[src/rtl/alu_pkg.sv]
// alu_pkg: opcodes, FSM state codes, engine modes and the sign-extension helper for alu_seq.
package alu_pkg;

    localparam logic [3:0] OP_ADDI = 4'b0000;
    localparam logic [3:0] OP_ADD  = 4'b0010;
    localparam logic [3:0] OP_ANDI = 4'b0100;
    localparam logic [3:0] OP_AND  = 4'b0110;
    localparam logic [3:0] OP_NOTI = 4'b1000;
    localparam logic [3:0] OP_NOT  = 4'b1010;
    localparam logic [3:0] OP_LEA  = 4'b1101;
    localparam logic [3:0] OP_SHL  = 4'b1100;
    localparam logic [3:0] OP_SHR  = 4'b1110;
    localparam logic [3:0] OP_MUL  = 4'b0011;

    localparam logic [1:0] IDLE = 2'd0;
    localparam logic [1:0] BUSY = 2'd1;
    localparam logic [1:0] DONE = 2'd2;

    localparam logic [1:0] IT_SHL = 2'd0;
    localparam logic [1:0] IT_SHR = 2'd1;
    localparam logic [1:0] IT_MUL = 2'd2;

    // Callers truncate the 64-bit result to their own width.
    function automatic logic [63:0] sext(input logic [63:0] x, input int msb);
        logic [63:0] hi;
        hi = ~64'd0 << msb;
        return x[msb] ? (x | hi) : (x & ~hi);
    endfunction

endpackage

[src/rtl/alu_seq_iter.sv]
// alu_seq_iter: one-bit-per-cycle shift / shift-add multiply engine with load, step and done.
// The multiplier accumulator and multiplicand path exist only when ALU_MUL_EN is defined.
module alu_seq_iter
    import alu_pkg::*;
#(
    parameter int DATA_W = 8,
    parameter int CW     = $clog2(DATA_W) + 1
) (
    input  logic              clk,
    input  logic              rst_n,
    input  logic              load_i,
    input  logic              step_i,
    input  logic [1:0]        mode_i,
    input  logic [DATA_W-1:0] a_i,
`ifdef ALU_MUL_EN
    input  logic [DATA_W-1:0] b_i,
`endif
    input  logic [CW-1:0]     cnt_i,
    output logic [DATA_W-1:0] next_o,
    output logic              done_o
);

    logic [DATA_W-1:0] a_q, a_d;
    logic [CW-1:0]     cnt_q;
    logic [1:0]        mode_q;

    assign a_d    = mode_q == IT_SHR ? a_q >> 1 : a_q << 1;
    // done_o flags the final step, so next_o is the finished value on that edge.
    assign done_o = cnt_q == CW'(1);

`ifdef ALU_MUL_EN
    logic [DATA_W-1:0] b_q, acc_q, acc_d;

    assign acc_d  = acc_q + (b_q[0] ? a_q : '0);
    assign next_o = mode_q == IT_MUL ? acc_d : a_d;

    always_ff @(posedge clk) begin
        if (!rst_n) begin
            b_q   <= '0;
            acc_q <= '0;
        end else if (load_i) begin
            b_q   <= b_i;
            acc_q <= '0;
        end else if (step_i) begin
            b_q   <= b_q >> 1;
            acc_q <= acc_d;
        end
    end
`else
    assign next_o = a_d;
`endif

    always_ff @(posedge clk) begin
        if (!rst_n) begin
            a_q    <= '0;
            cnt_q  <= '0;
            mode_q <= IT_SHL;
        end else if (load_i) begin
            a_q    <= a_i;
            cnt_q  <= cnt_i;
            mode_q <= mode_i;
        end else if (step_i && cnt_q != '0) begin
            a_q    <= a_d;
            cnt_q  <= cnt_q - CW'(1);
        end
    end

endmodule

[src/rtl/alu_seq.sv]
// alu_seq: multi-cycle ALU with valid/ready handshake, registered result and NZP flags.
// Define ALU_MUL_EN to build the iterative multiplier for opcode 0011.
module alu_seq
    import alu_pkg::*;
#(
    parameter int DATA_W = 8,
    parameter int IMM_W  = 6,
    parameter int PC_W   = 6
) (
    input  logic              clk,
    input  logic              rst_n,
    input  logic              in_valid,
    output logic              in_ready,
    input  logic [3:0]        op,
    input  logic [IMM_W-1:0]  ins_immediate,
    input  logic [PC_W-1:0]   pc,
    input  logic [DATA_W-1:0] reg_sr1_out,
    input  logic [DATA_W-1:0] reg_sr2_out,
    output logic              out_valid,
    input  logic              out_ready,
    output logic [DATA_W-1:0] result,
    output logic              negative,
    output logic              zero,
    output logic              positive,
    output logic              busy
);

    localparam int SW = $clog2(DATA_W);
    localparam int CW = SW + 1;

    logic [1:0]        state_q, state_d;
    logic [DATA_W-1:0] result_q, result_d, simm, single_res, iter_next;
    logic [2:0]        flags_q;
    logic [PC_W-1:0]   lea_lo;
    logic [CW-1:0]     iter_cnt;
    logic [1:0]        iter_mode;
    logic              is_iter, load, step, upd, iter_done;

    assign simm      = DATA_W'(sext(64'(ins_immediate[IMM_W-2:0]), IMM_W-2));
    assign lea_lo    = pc + PC_W'(sext(64'(ins_immediate), IMM_W-1));
    assign iter_mode = op == OP_SHR ? IT_SHR : op == OP_SHL ? IT_SHL : IT_MUL;
    assign iter_cnt  = op == OP_MUL ? CW'(DATA_W) : CW'(reg_sr2_out[SW-1:0]);
`ifdef ALU_MUL_EN
    assign is_iter   = op == OP_SHL || op == OP_SHR || op == OP_MUL;
`else
    assign is_iter   = op == OP_SHL || op == OP_SHR;
`endif

    always_comb begin
        case (op)
            OP_ADDI: single_res = reg_sr1_out + simm;
            OP_ADD:  single_res = reg_sr1_out + reg_sr2_out;
            OP_ANDI: single_res = reg_sr1_out & simm;
            OP_AND:  single_res = reg_sr1_out & reg_sr2_out;
            OP_NOTI: single_res = ~simm;
            OP_NOT:  single_res = ~reg_sr1_out;
            OP_LEA:  single_res = DATA_W'({{DATA_W{ins_immediate[IMM_W-1]}}, lea_lo});
            OP_SHL,
            OP_SHR:  single_res = reg_sr1_out;
            default: single_res = '0;
        endcase
    end

    always_comb begin
        state_d  = state_q;
        result_d = result_q;
        load     = 1'b0;
        step     = 1'b0;
        upd      = 1'b0;
        case (state_q)
            IDLE: if (in_valid) begin
                if (is_iter && iter_cnt != '0) begin
                    load    = 1'b1;
                    state_d = BUSY;
                end else begin
                    result_d = single_res;
                    upd      = 1'b1;
                    state_d  = DONE;
                end
            end
            BUSY: begin
                step = 1'b1;
                if (iter_done) begin
                    result_d = iter_next;
                    upd      = 1'b1;
                    state_d  = DONE;
                end
            end
            DONE: if (out_ready) state_d = IDLE;
            default: state_d = IDLE;
        endcase
    end

    always_ff @(posedge clk) begin
        if (!rst_n) begin
            state_q  <= IDLE;
            result_q <= '0;
            flags_q  <= '0;
        end else begin
            state_q  <= state_d;
            result_q <= result_d;
            if (upd) flags_q <= {result_d[DATA_W-1], result_d == '0, !result_d[DATA_W-1] && result_d != '0};
        end
    end

    alu_seq_iter #(.DATA_W(DATA_W), .CW(CW)) u_iter (
        .clk    (clk),
        .rst_n  (rst_n),
        .load_i (load),
        .step_i (step),
        .mode_i (iter_mode),
        .a_i    (reg_sr1_out),
`ifdef ALU_MUL_EN
        .b_i    (reg_sr2_out),
`endif
        .cnt_i  (iter_cnt),
        .next_o (iter_next),
        .done_o (iter_done)
    );

    assign in_ready  = state_q == IDLE;
    assign out_valid = state_q == DONE;
    assign busy      = state_q == BUSY;
    assign result    = result_q;
    assign {negative, zero, positive} = flags_q;

endmodule

[config.mk]
export PLATFORM = sky130hd
export DESIGN_NAME = alu_seq
export DESIGN_NICKNAME = d
export VERILOG_FILES = /design/src/rtl/alu_pkg.sv /design/src/rtl/alu_seq_iter.sv /design/src/rtl/alu_seq.sv
export SDC_FILE = /design/constraint.sdc
export NUM_CORES = 1
export LEC_CHECK = 0
export ABC_AREA = 1
export BUFFER_PORTS_ARGS = -buffer_cell sky130_fd_sc_hd__buf_2
export CORE_UTILIZATION = 28
export CTS_CLUSTER_SIZE = 40
export DETAILED_ROUTE_END_ITERATION = 7
export GPL_TIMING_DRIVEN = 0
export PLACE_DENSITY = 0.51
export SLEW_MARGIN = 10
export SYNTH_ARGS = -nofsm -noshare
export SYNTH_HDL_FRONTEND = slang
export SYNTH_SLANG_ARGS = --single-unit
export TNS_END_PERCENT = 10
[constraint.sdc]
create_clock -name clk -period 2.4 [get_ports clk]
set_input_delay 0.12 -clock clk [delete_from_list [all_inputs] [get_ports clk]]
set_output_delay 0.12 -clock clk [all_outputs]
set_load 0.05 [all_outputs]
==> Yosys cells after proc, flatten, opt, wreduce, memory -nomap -nowiden <==
Cells that the tools add are included.
{ "word_totals": {"reg_bits": 27, "latch_bits": 0, "ramBits": 0, "romBits": 0, "input_bits": 36, "output_inout_bits": 14, "wordCells": 72, "n_memories": 0} }
{ "classes": {"addsub": 4, "multipliers": 0, "div": 0, "order_cmp": 0, "eq_ne": 16, "shifts": 0, "n_mux": 28, "bitwise": 4, "reduce_logical": 14} }
{ "ops": {"columns": ["op", "count"], "rows": [
  ["$pmux W8 S8", 1],
  ["$mux W8", 7],
  ["$eq A4 B4 Y1 const B", 5],
  ["$add A8 B8 Y8", 2],
  ["$and A8 B8 Y8", 2],
  ["$not A8 Y8", 2],
  ["$pmux W8 S2", 1],
  ["$mux W2", 6],
  ["$mux W4", 3],
  ["$eq A4 B2 Y1 const B", 2],
  ["$eq A4 B3 Y1 const B", 2],
  ["$logic_not A8 Y1", 1],
  ["$reduce_bool A4 Y1", 2],
  ["$reduce_bool A8 Y1", 1],
  ["$mux W1", 7],
  ["$add A6 B6 Y6", 1],
  ["$mux W6", 1],
  ["$pmux W2 S3", 1],
  ["$eq A2 B1 Y1 const B", 2],
  ["$eq A4 B1 Y1 const B", 1],
  ["$logic_not A4 Y1", 1],
  ["$ne A2 B1 Y1 const B", 2],
  ["$sub A4 B1 Y4 const B", 1],
  ["$logic_and A1 B1 Y1", 3],
  ["other kinds (9)", 9]
]} }

==> Depth between registers and ports, before layout <==
Gate-level depths: netlist of run 1.
{ "depth": {"depth_word": 9, "mapped_depth": 23} }

==> Modules after synthesis <==
A second synthesis of run 1 with hierarchy kept.
{ "unflattened": {"hier_cells": 494, "area_unflattened_um2": 2757.6} }
{ "by_module_without_submodules": {"columns": ["module", "instances", "cells_per_inst", "area_each_um2", "seq_area_each_um2"], "rows": [
  ["alu_seq", 1, 351, 1895.6, 260.2],
  ["alu_seq_iter", 1, 143, 862.1, 280.3]
]} }

==> Worst setup path before layout of run 1 <==
No wires, ideal clock.
{ "synth_path": {"path_type": "in2reg", "from": "in op[3]", "to": "reg flags_q[0]", "arrival_time_ps": 2488, "setup_slack_ps": -205, "stages": 21, "path_buffers": 2, "cell_sequence": "buf_2 nor2_1 nand2_1 clkbuf_1 nor2_1 a21oi_1 ha_1 fa_1 or2_2 nand3_1 nand2_1 nor2_1 nand3_1 nand2_1 nand2_1 nand2_1 nand3_1 nor2_1 nand3_1 nand2_1 a21oi_1"} }
{ "synth_between": {"elab_chain_len": 9} }
{ "synth_lines": {"columns": ["element", "line_no", "text"], "rows": [
  ["start, declared", "alu_seq.sv:14", "input logic [3:0] op,"],
  ["branches (longest 9 deep; another with $pmux W8 S8)", null, null],
  ["end signal, assigned", "alu_seq.sv:102", "if (upd) flags_q <= {result_d[DATA_W-1], result_d == '0, !result_d[DATA_W-1] && result_d != '0};"],
  ["end, declared", "alu_seq.sv:33", "logic [2:0] flags_q;"]
]} }
Parallel ways; which one is timed is not known.
A chain may end at the register's enable or synchronous reset.

==> Final worst setup path of run 1 <==
{ "layout_path": {"from": "in op[2]", "to": "reg flags_q[0]"} }
The elaborated chain is that of the path after synthesis.

==> metrics.cfg, run 1 <==
[placed_design]
port_buffers=48
dp.cells=609
dp_hpwl_um=6720
gp_routability_congestion=0.878

[timing]
fin_crit_sh_pct=96.4
worst_pin_slew_ps=667
setup_viol=0
fmax_mhz=432
timing.slew.headroom_pct=55.3
rsz0062_at_grt=yes
finClkSkew_ps=3.80
drv_slew=0
layout_min_cycle_time_ps=2310
whs_ps=138
hold_viol=0

[critical_path]
cpMostUsedCell=nand2_1
crit_arrival_ps=2500
cp.required_ps=2580
slowest_delay_ps=360
r2r_cells=9
path_cells=buf_12, nor2_4, nand2_2, nand2_1, o21ai_0, ha_1, nand2_1, nand3_2, a21oi_1, nand3_1, nand3_1, nand2_1, nand2_1, nand2_1, nand2_1, nand2_1, nor2_1, nand3_1, nand2_1, a21oi_2
setup.worst_path.start=op[2]
r2r_start=state_q[1]
slowest_stage=ha_1
crit_path_max_fanout=6
worstSetupEndpointType=flop
crit_path_start_kind=input pin
critPathKind=in2reg

[drt]
firstDrtPassIters=8
wl_per_cell_um=13.8
avgViaCountPerCell=4.90
num_vias=3054
drt_iter0_drc=197
drc_errors=2
ant_nets=0
drt-total-wl_um=8610

[synthesis]
yosysWarnings=0
synth_seq_cells=27
synthTopCellsByArea=nand2_1, dfxtp_1, inv_1
syn_inst=453
yosys.cell_types.count=31
synth_area_per_cell_um2=5.74
netlist.area_leader.share_pct=21.9
synth_nets=506
yosysTopAreaCell=nand2_1
synth_area_um2=2600
seq_area_frac_synth_pct=20.8

[grt]
grtUsageMet3_pct=2.22
top_usage_layer=met2
antenna_found_initial=0
grt_pass1_vias=2780
grt_max_degree=15
grt_pass1_wl_um=13400
gr-usage-met1_pct=23.9
grt_overflow=0
met2_usage_pct=30.1
grtUsageTotal_pct=17.4

[floorplan]
num_rows=34
fp.dieArea_um2=9680
pin_count=50
die_width_um=98.4
core-area_um2=8850
start_util_pct=29.4
die_h_um=98.4

[layout]
final_cells=623
diodes=0
fillCellCount=995
syn_to_final_growth_pct=25.1
nNetsFinal=569
final_util_pct=36.8
drive_above_1_share_pct=20.0

[clock_tree]
htree_num_levels=1
postCtsHoldBufs=0
cts_tree=yes
clock_latency_ps=280
clk_pin_slew_worst_paths_ps=90
cts_sinks=27
clk_path_buf_depth=2
numCtsBuffers=3
cts-root-buf=clkbuf_8

[run_status]
failed_checks=DRC
status=finished with violations

[worst_hold_path]
worst_hold_path.num_cells=2
worst_hold_path_type=in2reg
hp-start=rst_n

[pwr]
p_leak_nw=1.61
irDropWorstVdd_mv=0.215
p_per_area_nw_per_um2=393

[job]
drv_cap=0

[timing repair]
| action | in CTS | in global routing |
|---|---|---|
| setup endpoints to repair | 3 | 3 |
| pin swaps | 5 | 17 |
| resized for setup | 7 | 35 |
| buffers inserted | 3 | 7 |
| gates cloned | 0 | 1 |
[power breakdown]
group,total (mW),internal (mW),switching [mW]
Sequential,0.481,0.469,0.0128
Combinational,0.530,0.186,0.344
Clock,0.267,0.119,0.148
[sequential cells by signal (all words and copies together) (netlist names)]
| name | cells |
|---|---|
| result | 8 |
| u_iter.a_q | 8 |
| u_iter.cnt_q | 4 |
| flags_q | 3 |
| state_q | 2 |
| u_iter.mode_q | 2 |
[kinds of logic (layout without fill, tap and decap cells)]
logic type | after synthesis | count (layout) | share of synthesized area, %
simple gates | 250 | 251 | 40.9
compound gates | 83 | 83 | 17.9
buf+inv | 74 | 135 | 10.9
flops | 27 | 27 | 20.8
fa+ha+maj | 17 | 17 | 8.75
xor+xnor | 2 | 2 | 0.674
[synthesized netlist by cell type (all sizes together)]
cell type,count
a211oi,1
a21oi,29
a221oi,2
a22oi,5
a31oi,10
buf,5
clkbuf,3
dfxtp,27
fa,2
ha,15
inv,66
nand2,154
nand3,37
nand3b,4
nand4,4
nor2,39
nor3,7
o21a,2
o21ai,32
o21bai,2
or2,5
xnor2,1
xor2,1
[critical path, delay by kind of cell]
kind / cells / cell delay, ps
buffers and inverters: 1 / 100
AO/OA/AOI/OAI: 3 / 300
AND/OR/NAND/NOR: 15 / 1610
adder cells (fa/ha/maj): 1 / 360
[final cells by class]
cell class | count | area, µm² | area share (%)
inverter | 66 | 255 | 7.84
multi-input combinational | 353 | 1870 | 57.5
timing repair buffer | 58 | 360 | 11.1
clock buffer | 4 | 45.0 | 1.38
tap | 108 | 135 | 4.15
sequential | 27 | 541 | 16.6
buffer | 7 | 47.5 | 1.46
[layout by cell type (no fill, tap or decap), drive strengths merged]
cell type / n
xnor2: 1
a211oi: 1
nor2: 39
nand4: 4
nor3: 7
clkbuf: 6
nand3: 37
xor2: 1
nand3b: 4
o21ai: 32
o21bai: 2
a21oi: 29
inv: 66
fa: 2
nand2: 155
a221oi: 2
ha: 15
or2: 5
a31oi: 10
o21a: 2
dfxtp: 27
a22oi: 5
buf: 63
[stage by stage]
stage	TNS, ps	cell area, µm²	power (mW)	setup WS (ps)
finish	0	3250	1.28	86.8
floorplan	0	2630	0.826	6.61
CTS	0	3080	1.24	22.1
detailed placement	-1620	3000	0.969	-500
global placement	-1770	3000	0.966	-521
global route	-73.1	3250	1.37	-73.1
[routing by layer]
metal  wire length, µm  vias up
met4                31        0
met1              4210     1382
li1                  -     1591
met3               401        2
met5                 0        -
met2              3970       79
[path summary, 6_finish.rpt]
path,endpoint,slack [ps]
max reg2reg,u_iter.cnt_q[2],320
min,u_iter.cnt_q[3],140
max,flags_q[0],90
min reg2reg,u_iter.mode_q[0],450
(Power assumes the default switching activity.)
==> inputs of run 2 (changes only) <==
--- a/config.mk
+++ b/config.mk
@@ -12,6 +12,7 @@
 export DETAILED_ROUTE_END_ITERATION = 7
 export GPL_TIMING_DRIVEN = 0
 export PLACE_DENSITY = 0.51
+export RECOVER_POWER = 50
 export SLEW_MARGIN = 10
 export SYNTH_ARGS = -nofsm -noshare
 export SYNTH_HDL_FRONTEND = slang
==> run 2 against run 1 <==
Compared with the run above: the run still ends with DRC left; critical endpoint unchanged; maximum frequency about the same; sequential cell count unchanged; hold slack hardly changed; largest power group unchanged.
==> metrics.cfg, run 2 (same netlist as run 1, synthesis figures left out) <==
[layout]
diodes=0
final_cells=623
final_cell_mix=nand2_1, inv_1, buf_2
syn_to_final_growth_pct=24.5
drive_above_1_share_pct=17.5
nNetsFinal=569
final_common_cell=nand2_1
fillCellCount=1003

[timing]
finClkSkew_ps=3.48
final.setup.tns_ps=0
rsz0062_at_grt=yes
worst_pin_slew_ps=661
setup_viol=0
fin_crit_sh_pct=96.5
fmax_mhz=432
hold_viol=0
drv_slew=0
layout_min_cycle_time_ps=2310
timing.slew.headroom_pct=55.7

[critical_path]
worstSetupEndpointType=flop
crit_path_max_fanout=6
critPathKind=in2reg
cp.required_ps=2580
crit_path_start_kind=input pin
crit_arrival_ps=2500

[drt]
wl_per_cell_um=13.8
avgViaCountPerCell=4.91
drc_errors=2
drt-total-wl_um=8590
num_vias=3059
firstDrtPassIters=7
ant_nets=0
drt_iter0_drc=200

[grt]
met2_usage_pct=30.1
grt_overflow=0
grtUsageMet3_pct=2.22
antenna_found_initial=0
top_usage_layer=met2
grt_max_degree=15
gr-usage-met1_pct=23.9
grt_pass1_vias=2780
grt_pass1_wl_um=13400
grtUsageTotal_pct=17.4

[worst_hold_path]
worst_hold_path_type=in2reg

[run_status]
status=finished with violations
failed_checks=DRC

[floorplan]
start_util_pct=29.4
core-area_um2=8850
num_rows=34
die_h_um=98.4
fp.dieArea_um2=9680
die_width_um=98.4
pin_count=50

[job]
drv_cap=0

[pwr]
seqPwrFrac_pct=37.8
p_leak_nw=1.56
netSwitchingFraction_pct=39.7
power.internal_uw=769
irDropWorstVdd_mv=0.216
combPwrFrac_pct=41.2
clockPowerShare_pct=21.0
p_per_area_nw_per_um2=394
switchingPower_uw=505
finalPower_mw=1.27

[clock_tree]
cts-root-buf=clkbuf_8
numCtsBuffers=3
cts_sinks=27
clk_path_buf_depth=2
clk_pin_slew_worst_paths_ps=90
htree_num_levels=1
clock_latency_ps=280
cts_tree=yes

[placed_design]
port_buffers=48
dp.cells=609
gp_routability_congestion=0.878
dp_hpwl_um=6720

[run 2: cell count changes in the layout (fill, tap and decap cells not counted), sizes merged]
cell    delta
buf       -13
clkbuf    +13
[run 2: worst paths after layout]
path | start | end | slack [ps] | depth (start not counted)
worst max-delay path | op[2] | flags_q[0] | 90 | 20
worst min-delay path | rst_n | u_iter.cnt_q[3] | 140 | 2
worst max register to register | state_q[1] | u_iter.cnt_q[2] | 320 | 9
worst min register to register | u_iter.mode_q[0] | u_iter.mode_q[0] | 450 | 2
[run 2: cell type report]
class	instances	area [µm²]	share of cell area [%]
flip-flops and latches	27	541	16.7
clock buffers	4	45.0	1.39
plain buffers	7	47.5	1.47
inverters	66	255	7.88
multi-input cells	353	1870	57.8
well taps	108	135	4.17
repair buffers	58	344	10.6
[run 2: timing repair]
item,4_1_cts,5_1_grt
setup buffers,3,7
resized for setup,7,35
pin swaps,5,17
hold buffers,0,0
endpoints found under the setup margin,3,3
cloned,0,1
[run 2: power by group through the flow]
stage	sequential (mW)	clock [mW]	combinational [mW]
after global placement	0.492	0	0.475
after global routing	0.485	0.293	0.583
after floorplan	0.537	0	0.289
final	0.482	0.267	0.525
after CTS	0.482	0.275	0.487
after detailed placement	0.492	0	0.477
[run 2: layer usage]
metal / vias to the layer above / share of wire, %
li1: 1594 / -
met1: 1390 / 49
met2: 73 / 46
met4: 0 / 0.36
met5: - / 0
met3: 2 / 4.3
[run 2: critical path: stages]
cell and delay, ps:
buf_12 100, nor2_4 170, nand2_2 150, nand2_1 80, o21ai_0 80, ha_1 360
nand2_1 150, nand3_2 140, a21oi_1 160, nand3_1 90, nand3_1 80, nand2_1 100
nand2_1 90, nand2_1 50, nand2_1 70, nand2_1 90, nor2_1 110, nand3_1 130
nand2_1 110, a21oi_2 60
[run 2: per-stage QoR]
stage	setup slack (ps)	cell area, µm²	util, %	hold WS [ps]
global placement	-521	3000	33.9	433
global route	-73.1	3240	36.6	154
detailed placement	-500	3000	33.9	438
finish	85.0	3240	36.6	138
CTS	22.1	3080	34.8	140
floorplan	6.61	2630	-	238
